**src/rtl/hazard_ctrl_if.sv**
```systemverilog
// Signal bundle between the pipeline sequencer and the rest of the core.
// The core side drives hazard inputs; the sequencer drives enables, flushes and forwarding.
interface hazard_ctrl_if #(
  parameter int CNT_W = 32
);
  logic             ihit;
  logic [4:0]       id_rs;
  logic [4:0]       id_rt;
  logic             id_use_rs;
  logic             id_use_rt;
  logic             ex_regWr;
  logic             ex_dREN;
  logic [4:0]       ex_dst;
  logic             ex_br_taken;
  logic             mem_regWr;
  logic [4:0]       mem_dst;
  logic             mem_dreq;
  logic             dhit;
  logic [31:0]      mem_result;
  logic [31:0]      wb_data;
  logic             mem_halt;

  logic             pc_en;
  logic             ifid_en;
  logic             idex_en;
  logic             exmem_en;
  logic             memwb_en;
  logic             ifid_flush;
  logic             idex_flush;
  logic             srcA;
  logic             srcB;
  logic [31:0]      forA;
  logic [31:0]      forB;
  logic             halted;
  logic [CNT_W-1:0] stall_cnt;

  modport master (
    output ihit, id_rs, id_rt, id_use_rs, id_use_rt,
           ex_regWr, ex_dREN, ex_dst, ex_br_taken,
           mem_regWr, mem_dst, mem_dreq, dhit, mem_result, wb_data, mem_halt,
    input  pc_en, ifid_en, idex_en, exmem_en, memwb_en,
           ifid_flush, idex_flush, srcA, srcB, forA, forB, halted, stall_cnt
  );

  modport slave (
    input  ihit, id_rs, id_rt, id_use_rs, id_use_rt,
           ex_regWr, ex_dREN, ex_dst, ex_br_taken,
           mem_regWr, mem_dst, mem_dreq, dhit, mem_result, wb_data, mem_halt,
    output pc_en, ifid_en, idex_en, exmem_en, memwb_en,
           ifid_flush, idex_flush, srcA, srcB, forA, forB, halted, stall_cnt
  );
endinterface

```
**src/rtl/hazard_ctrl.sv**
```systemverilog
// Pipeline sequencer for the 5-stage core: stage enables/flushes, load-use bubbles,
// cache-miss freeze, branch squash, halt, and registered EX operand forwarding selects.
module hazard_ctrl #(
  parameter int CNT_W = 32
) (
  input logic           CLK,
  input logic           nRST,
  hazard_ctrl_if.slave  hif
);

  typedef enum logic [1:0] {RUN = 2'd0, DWAIT = 2'd1, HALT = 2'd2} state_t;
  typedef enum logic [1:0] {FWD_NONE = 2'd0, FWD_MEM = 2'd1, FWD_WB = 2'd2} fwd_t;

  state_t           state, next_state;
  fwd_t             selA, selB;
  fwd_t             decA, decB;
  logic             freeze;
  logic             load_use;
  logic [CNT_W-1:0] cnt;

  // EX result beats MEM result when both target the same register (it is younger).
  function automatic fwd_t decide(input logic use_r, input logic [4:0] r,
                                  input logic ex_wr, input logic [4:0] ex_d,
                                  input logic mem_wr, input logic [4:0] mem_d);
    fwd_t f;
    f = FWD_NONE;
    if (use_r && (r != 5'd0)) begin
      if (ex_wr && (ex_d == r))
        f = FWD_MEM;
      else if (mem_wr && (mem_d == r))
        f = FWD_WB;
    end
    return f;
  endfunction

  assign freeze = hif.mem_dreq && !hif.dhit;

  assign load_use = hif.ex_dREN && hif.ex_regWr && (hif.ex_dst != 5'd0) &&
                    ((hif.id_use_rs && (hif.id_rs == hif.ex_dst)) ||
                     (hif.id_use_rt && (hif.id_rt == hif.ex_dst)));

  assign decA = decide(hif.id_use_rs, hif.id_rs, hif.ex_regWr, hif.ex_dst,
                       hif.mem_regWr, hif.mem_dst);
  assign decB = decide(hif.id_use_rt, hif.id_rt, hif.ex_regWr, hif.ex_dst,
                       hif.mem_regWr, hif.mem_dst);

  always_ff @(posedge CLK or negedge nRST) begin
    if (!nRST)
      state <= RUN;
    else
      state <= next_state;
  end

  always_comb begin
    next_state = state;
    if (hif.mem_halt)
      next_state = HALT;
    else begin
      case (state)
        RUN:     if (freeze) next_state = DWAIT;
        DWAIT:   if (hif.dhit) next_state = RUN;
        HALT:    next_state = HALT;
        default: next_state = RUN;
      endcase
    end
  end

  always_comb begin
    hif.pc_en      = 1'b0;
    hif.ifid_en    = 1'b0;
    hif.idex_en    = 1'b0;
    hif.exmem_en   = 1'b0;
    hif.memwb_en   = 1'b0;
    hif.ifid_flush = 1'b0;
    hif.idex_flush = 1'b0;
    if (!nRST || (state == HALT) || freeze) begin
      hif.pc_en = 1'b0;
    end else if (hif.ex_br_taken) begin
      hif.pc_en      = 1'b1;
      hif.ifid_en    = 1'b1;
      hif.idex_en    = 1'b1;
      hif.exmem_en   = 1'b1;
      hif.memwb_en   = 1'b1;
      hif.ifid_flush = 1'b1;
      hif.idex_flush = 1'b1;
    end else if (load_use) begin
      hif.idex_en    = 1'b1;
      hif.exmem_en   = 1'b1;
      hif.memwb_en   = 1'b1;
      hif.idex_flush = 1'b1;
    end else if (!hif.ihit) begin
      hif.ifid_en    = 1'b1;
      hif.idex_en    = 1'b1;
      hif.exmem_en   = 1'b1;
      hif.memwb_en   = 1'b1;
      hif.ifid_flush = 1'b1;
    end else begin
      hif.pc_en      = 1'b1;
      hif.ifid_en    = 1'b1;
      hif.idex_en    = 1'b1;
      hif.exmem_en   = 1'b1;
      hif.memwb_en   = 1'b1;
    end
  end

  assign hif.halted = (state == HALT);

  // Selects follow the instruction into EX; a bubble into EX carries no forwarding.
  always_ff @(posedge CLK or negedge nRST) begin
    if (!nRST) begin
      selA <= FWD_NONE;
      selB <= FWD_NONE;
    end else if (hif.idex_flush) begin
      selA <= FWD_NONE;
      selB <= FWD_NONE;
    end else if (hif.idex_en) begin
      selA <= decA;
      selB <= decB;
    end
  end

  always_comb begin
    hif.srcA = (selA != FWD_NONE);
    hif.srcB = (selB != FWD_NONE);
    case (selA)
      FWD_MEM: hif.forA = hif.mem_result;
      FWD_WB:  hif.forA = hif.wb_data;
      default: hif.forA = 32'd0;
    endcase
    case (selB)
      FWD_MEM: hif.forB = hif.mem_result;
      FWD_WB:  hif.forB = hif.wb_data;
      default: hif.forB = 32'd0;
    endcase
  end

  always_ff @(posedge CLK or negedge nRST) begin
    if (!nRST)
      cnt <= '0;
    else if (!hif.pc_en && (state != HALT) && (cnt != {CNT_W{1'b1}}))
      cnt <= cnt + CNT_W'(1);
  end

  assign hif.stall_cnt = cnt;

endmodule
```
**src/flat_wrapper.sv**
```systemverilog
// flat-port wrapper written by rule: the top's interface ports become plain ports
module hazard_ctrl_flat 
#(
  parameter int CNT_W = 32
)
  (CLK, nRST, hif_ihit, hif_id_rs, hif_id_rt, hif_id_use_rs, hif_id_use_rt, hif_ex_regWr, hif_ex_dREN, hif_ex_dst, hif_ex_br_taken, hif_mem_regWr, hif_mem_dst, hif_mem_dreq, hif_dhit, hif_mem_result, hif_wb_data, hif_mem_halt, hif_pc_en, hif_ifid_en, hif_idex_en, hif_exmem_en, hif_memwb_en, hif_ifid_flush, hif_idex_flush, hif_srcA, hif_srcB, hif_forA, hif_forB, hif_halted, hif_stall_cnt);
  hazard_ctrl_if #(.CNT_W(CNT_W)) hif_i ();
  input logic CLK;
  input logic nRST;
  input wire logic [$bits(hif_i.ihit)-1:0] hif_ihit;
  input wire logic [$bits(hif_i.id_rs)-1:0] hif_id_rs;
  input wire logic [$bits(hif_i.id_rt)-1:0] hif_id_rt;
  input wire logic [$bits(hif_i.id_use_rs)-1:0] hif_id_use_rs;
  input wire logic [$bits(hif_i.id_use_rt)-1:0] hif_id_use_rt;
  input wire logic [$bits(hif_i.ex_regWr)-1:0] hif_ex_regWr;
  input wire logic [$bits(hif_i.ex_dREN)-1:0] hif_ex_dREN;
  input wire logic [$bits(hif_i.ex_dst)-1:0] hif_ex_dst;
  input wire logic [$bits(hif_i.ex_br_taken)-1:0] hif_ex_br_taken;
  input wire logic [$bits(hif_i.mem_regWr)-1:0] hif_mem_regWr;
  input wire logic [$bits(hif_i.mem_dst)-1:0] hif_mem_dst;
  input wire logic [$bits(hif_i.mem_dreq)-1:0] hif_mem_dreq;
  input wire logic [$bits(hif_i.dhit)-1:0] hif_dhit;
  input wire logic [$bits(hif_i.mem_result)-1:0] hif_mem_result;
  input wire logic [$bits(hif_i.wb_data)-1:0] hif_wb_data;
  input wire logic [$bits(hif_i.mem_halt)-1:0] hif_mem_halt;
  output wire logic [$bits(hif_i.pc_en)-1:0] hif_pc_en;
  output wire logic [$bits(hif_i.ifid_en)-1:0] hif_ifid_en;
  output wire logic [$bits(hif_i.idex_en)-1:0] hif_idex_en;
  output wire logic [$bits(hif_i.exmem_en)-1:0] hif_exmem_en;
  output wire logic [$bits(hif_i.memwb_en)-1:0] hif_memwb_en;
  output wire logic [$bits(hif_i.ifid_flush)-1:0] hif_ifid_flush;
  output wire logic [$bits(hif_i.idex_flush)-1:0] hif_idex_flush;
  output wire logic [$bits(hif_i.srcA)-1:0] hif_srcA;
  output wire logic [$bits(hif_i.srcB)-1:0] hif_srcB;
  output wire logic [$bits(hif_i.forA)-1:0] hif_forA;
  output wire logic [$bits(hif_i.forB)-1:0] hif_forB;
  output wire logic [$bits(hif_i.halted)-1:0] hif_halted;
  output wire logic [$bits(hif_i.stall_cnt)-1:0] hif_stall_cnt;
  assign hif_i.ihit = hif_ihit;
  assign hif_i.id_rs = hif_id_rs;
  assign hif_i.id_rt = hif_id_rt;
  assign hif_i.id_use_rs = hif_id_use_rs;
  assign hif_i.id_use_rt = hif_id_use_rt;
  assign hif_i.ex_regWr = hif_ex_regWr;
  assign hif_i.ex_dREN = hif_ex_dREN;
  assign hif_i.ex_dst = hif_ex_dst;
  assign hif_i.ex_br_taken = hif_ex_br_taken;
  assign hif_i.mem_regWr = hif_mem_regWr;
  assign hif_i.mem_dst = hif_mem_dst;
  assign hif_i.mem_dreq = hif_mem_dreq;
  assign hif_i.dhit = hif_dhit;
  assign hif_i.mem_result = hif_mem_result;
  assign hif_i.wb_data = hif_wb_data;
  assign hif_i.mem_halt = hif_mem_halt;
  assign hif_pc_en = hif_i.pc_en;
  assign hif_ifid_en = hif_i.ifid_en;
  assign hif_idex_en = hif_i.idex_en;
  assign hif_exmem_en = hif_i.exmem_en;
  assign hif_memwb_en = hif_i.memwb_en;
  assign hif_ifid_flush = hif_i.ifid_flush;
  assign hif_idex_flush = hif_i.idex_flush;
  assign hif_srcA = hif_i.srcA;
  assign hif_srcB = hif_i.srcB;
  assign hif_forA = hif_i.forA;
  assign hif_forB = hif_i.forB;
  assign hif_halted = hif_i.halted;
  assign hif_stall_cnt = hif_i.stall_cnt;
  hazard_ctrl #(.CNT_W(CNT_W)) u_core (.CLK(CLK), .nRST(nRST), .hif(hif_i));
endmodule
```
**config.mk**
```make
export PLATFORM = sky130hd
export DESIGN_NAME = hazard_ctrl_flat
export DESIGN_NICKNAME = d
export VERILOG_FILES = /design/src/rtl/hazard_ctrl_if.sv /design/src/rtl/hazard_ctrl.sv /design/src/flat_wrapper.sv
export SDC_FILE = /design/constraint.sdc
export NUM_CORES = 1
export LEC_CHECK = 0
export ABC_AREA = 1
export CORE_MARGIN = 2
export CORE_UTILIZATION = 40
export CTS_CLUSTER_DIAMETER = 40
export CTS_CLUSTER_SIZE = 28
export DETAILED_ROUTE_END_ITERATION = 8
export PLACE_DENSITY = 0.81
export REMOVE_ABC_BUFFERS = 1
export SLEW_MARGIN = 25
export SYNTH_ARGS = -nofsm -noshare
export SYNTH_HDL_FRONTEND = slang
export SYNTH_SLANG_ARGS = --single-unit
```
**constraint.sdc**
```tcl
create_clock -name CLK -period 3.8 [get_ports CLK]
set_input_delay 0.76 -clock CLK [delete_from_list [all_inputs] [get_ports CLK]]
set_output_delay 0.76 -clock CLK [all_outputs]
set_load 0.01 [all_outputs]
```
==> results.ini <==
[clock_tree]
cts_hold_buffers=0
cts.sinks=38
postCtsSetupBuffers=0
root_buffer=clkbuf_8
htreeDepth=2
cts_tree=done
ctsResizeCount=0
clk_latency_ns=0.29
clockBufferDepth=2
clkTransAtPathRegs_ns=0.07
numCtsBuffers=5

[synthesis]
synth-simple-area-share_pct=46.5
synthCells=645
synth_compound_area_share_pct=10.1
synth_top_area_cell=nand2_1
ys_types=32
ys_seq_elements=38
synth_warnings=0
synth_fa_ha_area_share_pct=2.28
synth.avg_cell_area_um2=5.96
synth_area_leaders=nand2_1 26%, dfrtp_1 25%, a21oi_1 8.9%
synth_top_area_share_pct=26.1
synth_seq_area_share_pct=24.8
synth_top_family_by_area=simple AND/OR/NAND/NOR gates
synth_area_um2=3840
synthXorXnorAreaFrac_pct=7.07
muxShareOfSynthArea_pct=0

[pwr]
p_int_w=0.000754
p_clk_share_pct=23.7
power_frac_seq_pct=38.3
p_comb_share_pct=37.9
switching_share_pct=32.2
power_density_nw_per_um2=186
ir_drop_mv=0.138
p_leak_nw=2.43
power.switching_w=0.000359

[critical_path]
r2r_slack_ns=1.38
critPathCaptureType=primary output
path_max_fanout=32
worstReg2RegStart=u_core.hif.stall_cnt[0]$_DFFE_PN0P_
crit_type=flop to primary output
crit_start=u_core.selA[1]$_DFFE_PN0P_
r2r-end=u_core.hif.stall_cnt[21]$_DFFE_PN0P_
worstPathArrival_ns=2.86
r2r_cells=9
critPathCapture=hif_forA[12]
required_ns=3.04
cp-start-kind=flop

[cells_and_area]
nNetsFinal=931
area_delta_synth_final_pct=56.0
fillers=912
final_cell_mix=267 x nand2_1, 200 x clkdlybuf4s50_1, 68 x a21oi_1
final_common_cell=nand2_1
fin_area_um2=5990
fin_util_pct=64.6
layout-drive-gt1-share_pct=4.11

[placed_design]
post-place-ws_ns=0.361
place_hpwl_mm=11.3
placed_area_um2=5910
place_congestion=0.959
port_buffers=201

[die]
row_count=35
initial_core_util_pct=41.4
io_pins=202
core_area_um2=9280
die-area_um2=10400
die_x_um=102
die-height_um=102

[grt]
grt-ovfl-total=0
grt_util_met2_pct=50.8
grt_use_total_pct=27.7
grt_util_met3_pct=5.13
antenna_found_initial=2
grt_pass1_wl_mm=22.8
grt_pass1_vias=4698
grt_max_degree=42
busiest_layer=met2
grtUsageMet1_pct=31.7

[routing]
routed_via_density=5.28
drtIter0Drc=257
antenna_left=0
drt-pass1-iter-count=5
drc=0
wire_per_inst_um=15.4
routed_wirelength_mm=14.7
vias=5064

[timing]
fin_skew_ns=0.00326
setup_viol=0
layout_setup_ws_ns=0.183
hold_viol=0
fin_crit_sh_pct=95.2
max_freq_ghz=0.277
drv_slew=0
tightest_slew_ns=0.920
rsz0062_at_grt=false
layout_min_cycle_time_ns=3.62
tns_ns=0
max_slew_margin_pct=38.3

[run_status]
outcome=completed

[min_path]
hold_path_depth=1
min_path_type=flop to flop

[flow_run]
maxCapViolCount=0

-- cell type report --
class / count / area [um2] / area share, %
repair buffers: 208 / 2060 / 34.4
multi-input cells: 520 / 2530 / 42.3
well taps: 129 / 161 / 2.69
flip-flops and latches: 38 / 951 / 15.9
inverters: 55 / 206 / 3.44
clock buffers: 7 / 76.3 / 1.27
diodes: 2 / 5.00 / 0.0835
-- per-layer routing --
| layer | part of all wire, % | up-vias |
|---|---|---|
| li1 | - | 2456 |
| met1 | 37 | 2343 |
| met2 | 52 | 234 |
| met3 | 8.5 | 31 |
| met4 | 3.0 | 0 |
| met5 | 0 | - |
-- worst min-delay path by stage --
stage,start,slack (ns),end
after global routing,u_core.state[1]$_DFFE_PN0P_,0.48,u_core.state[0]$_DFFE_PN0P_
after detailed placement,u_core.state[1]$_DFFE_PN0P_,0.45,u_core.state[0]$_DFFE_PN0P_
after global placement,u_core.state[1]$_DFFE_PN0P_,0.43,u_core.state[0]$_DFFE_PN0P_
after floorplan,u_core.state[1]$_DFFE_PN0P_,0.41,u_core.state[0]$_DFFE_PN0P_
final,u_core.state[1]$_DFFE_PN0P_,0.45,u_core.state[0]$_DFFE_PN0P_
after CTS,u_core.state[1]$_DFFE_PN0P_,0.46,u_core.state[0]$_DFFE_PN0P_
-- registers in the layout, summed over array words and instances (netlist names) --
signal and count:
u_core.hif.stall_cnt 32, u_core.selA 2, u_core.selB 2, u_core.state 2
-- cells in the mapped netlist, drive strengths merged --
cell type and instances:
a2111oi 1, a21oi 68, a22oi 1, buf 11
clkbuf 21, dfrtp 38, ha 7, inv 55
nand2 268, nand3 31, nand3b 1, nand4 44
nor2 47, nor3 9, nor4 3, o211ai 1
o21ai 5, or2 3, xnor2 16, xor2 15
-- worst max-delay path: stages, from the launching register on --
cell and delay [ns]:
dfrtp_1 0.39, inv_1 0.07, ha_1 0.27, clkinv_1 0.70, a21oi_1 0.50, clkdlybuf4s50_1 0.63
-- power groups by stage --
stage	Sequential [W]	Combinational (W)	Clock, W
global placement	0.000433	0.000411	0
CTS	0.000426	0.000421	0.000270
global route	0.000428	0.000456	0.000287
detailed placement	0.000434	0.000419	0
finish	0.000427	0.000422	0.000264
floorplan	0.000434	0.000155	0
-- metrics by stage --
stage	power [W]	hold WS [ns]	std cells
6_report	0.00111	0.453	959
5_1_grt	0.00117	0.480	959
4_1_cts	0.00112	0.461	957
2_1_floorplan	0.000589	0.414	613
3_5_place_dp	0.000853	0.450	950
3_3_place_gp	0.000845	0.427	950
-- cells by family (layout without fill, tap and decap cells) --
family	count (synthesis)	in the layout
DFF	38	38
adders and majority gates	7	7
other	0	2
and+or+nand+nor	406	406
AOI/OAI and AO/OA	76	76
xor gates and xnor gates	31	31
buffers and inverters	87	270
Power figures use the tool's default switching activity.
==> edit, RTL diff (config.mk and constraints unchanged) <==
`CNT_W` is set to 32 in 3 places; all go to 64.
--- a/src/rtl/hazard_ctrl_if.sv
+++ b/src/rtl/hazard_ctrl_if.sv
@@ -1,7 +1,7 @@
 // Signal bundle between the pipeline sequencer and the rest of the core.
 // The core side drives hazard inputs; the sequencer drives enables, flushes and forwarding.
 interface hazard_ctrl_if #(
-  parameter int CNT_W = 32
+  parameter int CNT_W = 64
 );
   logic             ihit;
   logic [4:0]       id_rs;
--- a/src/rtl/hazard_ctrl.sv
+++ b/src/rtl/hazard_ctrl.sv
@@ -1,7 +1,7 @@
 // Pipeline sequencer for the 5-stage core: stage enables/flushes, load-use bubbles,
 // cache-miss freeze, branch squash, halt, and registered EX operand forwarding selects.
 module hazard_ctrl #(
-  parameter int CNT_W = 32
+  parameter int CNT_W = 64
 ) (
   input logic           CLK,
   input logic           nRST,
--- a/src/flat_wrapper.sv
+++ b/src/flat_wrapper.sv
@@ -1,7 +1,7 @@
 // flat-port wrapper written by rule: the top's interface ports become plain ports
 module hazard_ctrl_flat 
 #(
-  parameter int CNT_W = 32
+  parameter int CNT_W = 64
 )
   (CLK, nRST, hif_ihit, hif_id_rs, hif_id_rt, hif_id_use_rs, hif_id_use_rt, hif_ex_regWr, hif_ex_dREN, hif_ex_dst, hif_ex_br_taken, hif_mem_regWr, hif_mem_dst, hif_mem_dreq, hif_dhit, hif_mem_result, hif_wb_data, hif_mem_halt, hif_pc_en, hif_ifid_en, hif_idex_en, hif_exmem_en, hif_memwb_en, hif_ifid_flush, hif_idex_flush, hif_srcA, hif_srcB, hif_forA, hif_forB, hif_halted, hif_stall_cnt);
   hazard_ctrl_if #(.CNT_W(CNT_W)) hif_i ();
Interface: changed (resized hif_stall_cnt); port bits go from 202 to 234. The function was not compared with the original's and may differ.
==> edit against the original RTL <==
- wire length up 71%
- total power increased by 86%
- sequential cell count grew 32
- synthesized area up 66%
- die area rose by 63%
- non-clock buffer count grew 39
- sequential power rose by 80%
- worst setup slack gained 0.12 ns
- final area is 53% higher
- hold slack gained 0.016 ns
- final cell count rose by 57%
- core utilization decreased by 6.2 points
- highest routed layer unchanged
==> edit: results (changes against the original RTL) <==
* Crit path arrival time at 2.74 ns (-0.12 ns)
* Slowest-stage cell, CP: clkdlybuf4s50_1
* Nets@finish at 1382 (+48%)
* Cell depth of the worst flop-to-flop path at 10 (+1)
* Pleak at 3.64 nW (+50%)
* Pin count of the biggest net entering global routing at 72 (+71%)
* Synth area leaders: dfrtp_1, nand2_1, nand4_1
* Overall Global Routing Usage at 0.290 (+0.0128)
* CTS HTree Levels at 3 (+1)
* Peak supply drop at 210 uV (+51%)
* Antenna violations before repair at 6 (+4)
* Number of CTS-inserted buffers at 9 (+4)
* CP top delay family: buffers and inverters
* CTS Root Cell: clkbuf_16
* Worst-skew pair later-pin latency at 0.34 ns (+0.05 ns)
* Synth top area share at 0.275 (+0.0144)
* Clock transition at path regs at 0.05 ns (-0.02 ns)
* Synth async-reset ratio at 1.00 (unchanged)
* Register area share after synthesis at 0.275 (+0.0277)
* Final Skew at 0.00615 ns (+0.00289 ns)
* Vias per inst at 5.30 (+0.40%)
* Wire length per cell at 16.7 um (+8.7%)
* CP max stage delay at 0.64 ns (-0.06 ns)
* GPL Wtd Cong at 1.00 (+4.2%)
* HPWL Detailed at 19700 um (+74%)
* Port Buffer Count at 233 (+16%)
* Met3 WL at 2070 um (+66%)
* Post-synth top cells: nand2_1, nor2_1, nand4_1
* Status: finished clean
* CP max FO at 3 (-91%)
* DRT met1 WL at 9480 um (+74%)
* DR WL met2 at 12500 um (+64%)
* FILL cells at 1534 (+68%)
* Worst-margin pin slew at 1.05 ns (+0.125 ns)
-- edit: changes by cell type in the layout (fill, tap and decap cells not counted), sizes merged, moves of 12 or more --
cell	before	now
inv	53	80
xnor2	16	29
nand2	268	449
dfrtp	38	70
nand4	44	80
nor3	9	21
nor2	47	131
clkdlybuf4s50	200	232
-- edit: cell type report --
class                   count  area [um2]  area share
clock inverters             3        42.5     0.00464
repair buffers            247        2430       0.266
clock buffers              13         260      0.0284
diodes                      6        15.0     0.00164
flip-flops and latches     70        1750       0.191
well taps                 216         270      0.0295
inverters                  80         300      0.0328
multi-input cells         871        4090       0.446
-- edit: worst paths after layout --
kind                                          from                  endpoint  slack [ns]
setup / recovery                      hif_id_rt[1]            hif_idex_flush        0.30
hold / removal                     u_core.state[1]           u_core.state[0]        0.47
setup reg to reg           u_core.hif.stall_cnt[0]  u_core.hif.stall_cnt[52]        1.24
hold reg to reg                    u_core.state[1]           u_core.state[0]        0.47
max in group asynchronous                     nRST  u_core.hif.stall_cnt[58]        2.43
min in group asynchronous                     nRST  u_core.hif.stall_cnt[57]        0.49
-- edit: worst reg2reg max path: cells and delay by family (launching register included) --
kind          cells  cell delay [ns]
flops             1             0.47
fa+ha+maj         1             0.34
buf+inv           1             0.33
simple gates      8             1.34
-- edit: logic make-up (layout without fill, tap and decap cells) --
kind of cell / count (synthesis) / count (layout) / synth area share
xor+xnor: 52 / 52 / 0.0716
buf+inv: 126 / 343 / 0.0820
fa+ha+maj: 7 / 7 / 0.0138
flops: 70 / 70 / 0.275
simple gates: 724 / 724 / 0.486
compound gates: 88 / 88 / 0.0714
other cells: 0 / 6 / 0
-- edit: metrics by stage --
stage / std cells / instance area [um2] / setup WS [ns] / util / power, mW
2_1_floorplan: 1021 / 6140 / 0.147 / - / 0.938
3_3_place_gp: 1484 / 8850 / 0.372 / 0.563 / 1.22
3_5_place_dp: 1484 / 8850 / 0.338 / 0.563 / 1.22
4_1_cts: 1500 / 9150 / 0.329 / 0.582 / 2.08
5_1_grt: 1506 / 9170 / 0.119 / 0.583 / 2.15
6_report: 1506 / 9170 / 0.301 / 0.583 / 2.07
-- edit: routing by layer --
layer	vias up	track usage
met3	59	0.0484
li1	3865	-
met2	386	0.507
met4	0	0.155
met5	-	0
met1	3674	0.340
-- edit: report_power, final --
part	switching, mW	internal (mW)
logic	0.222	0.219
clock network	0.316	0.543
registers	0.0132	0.755
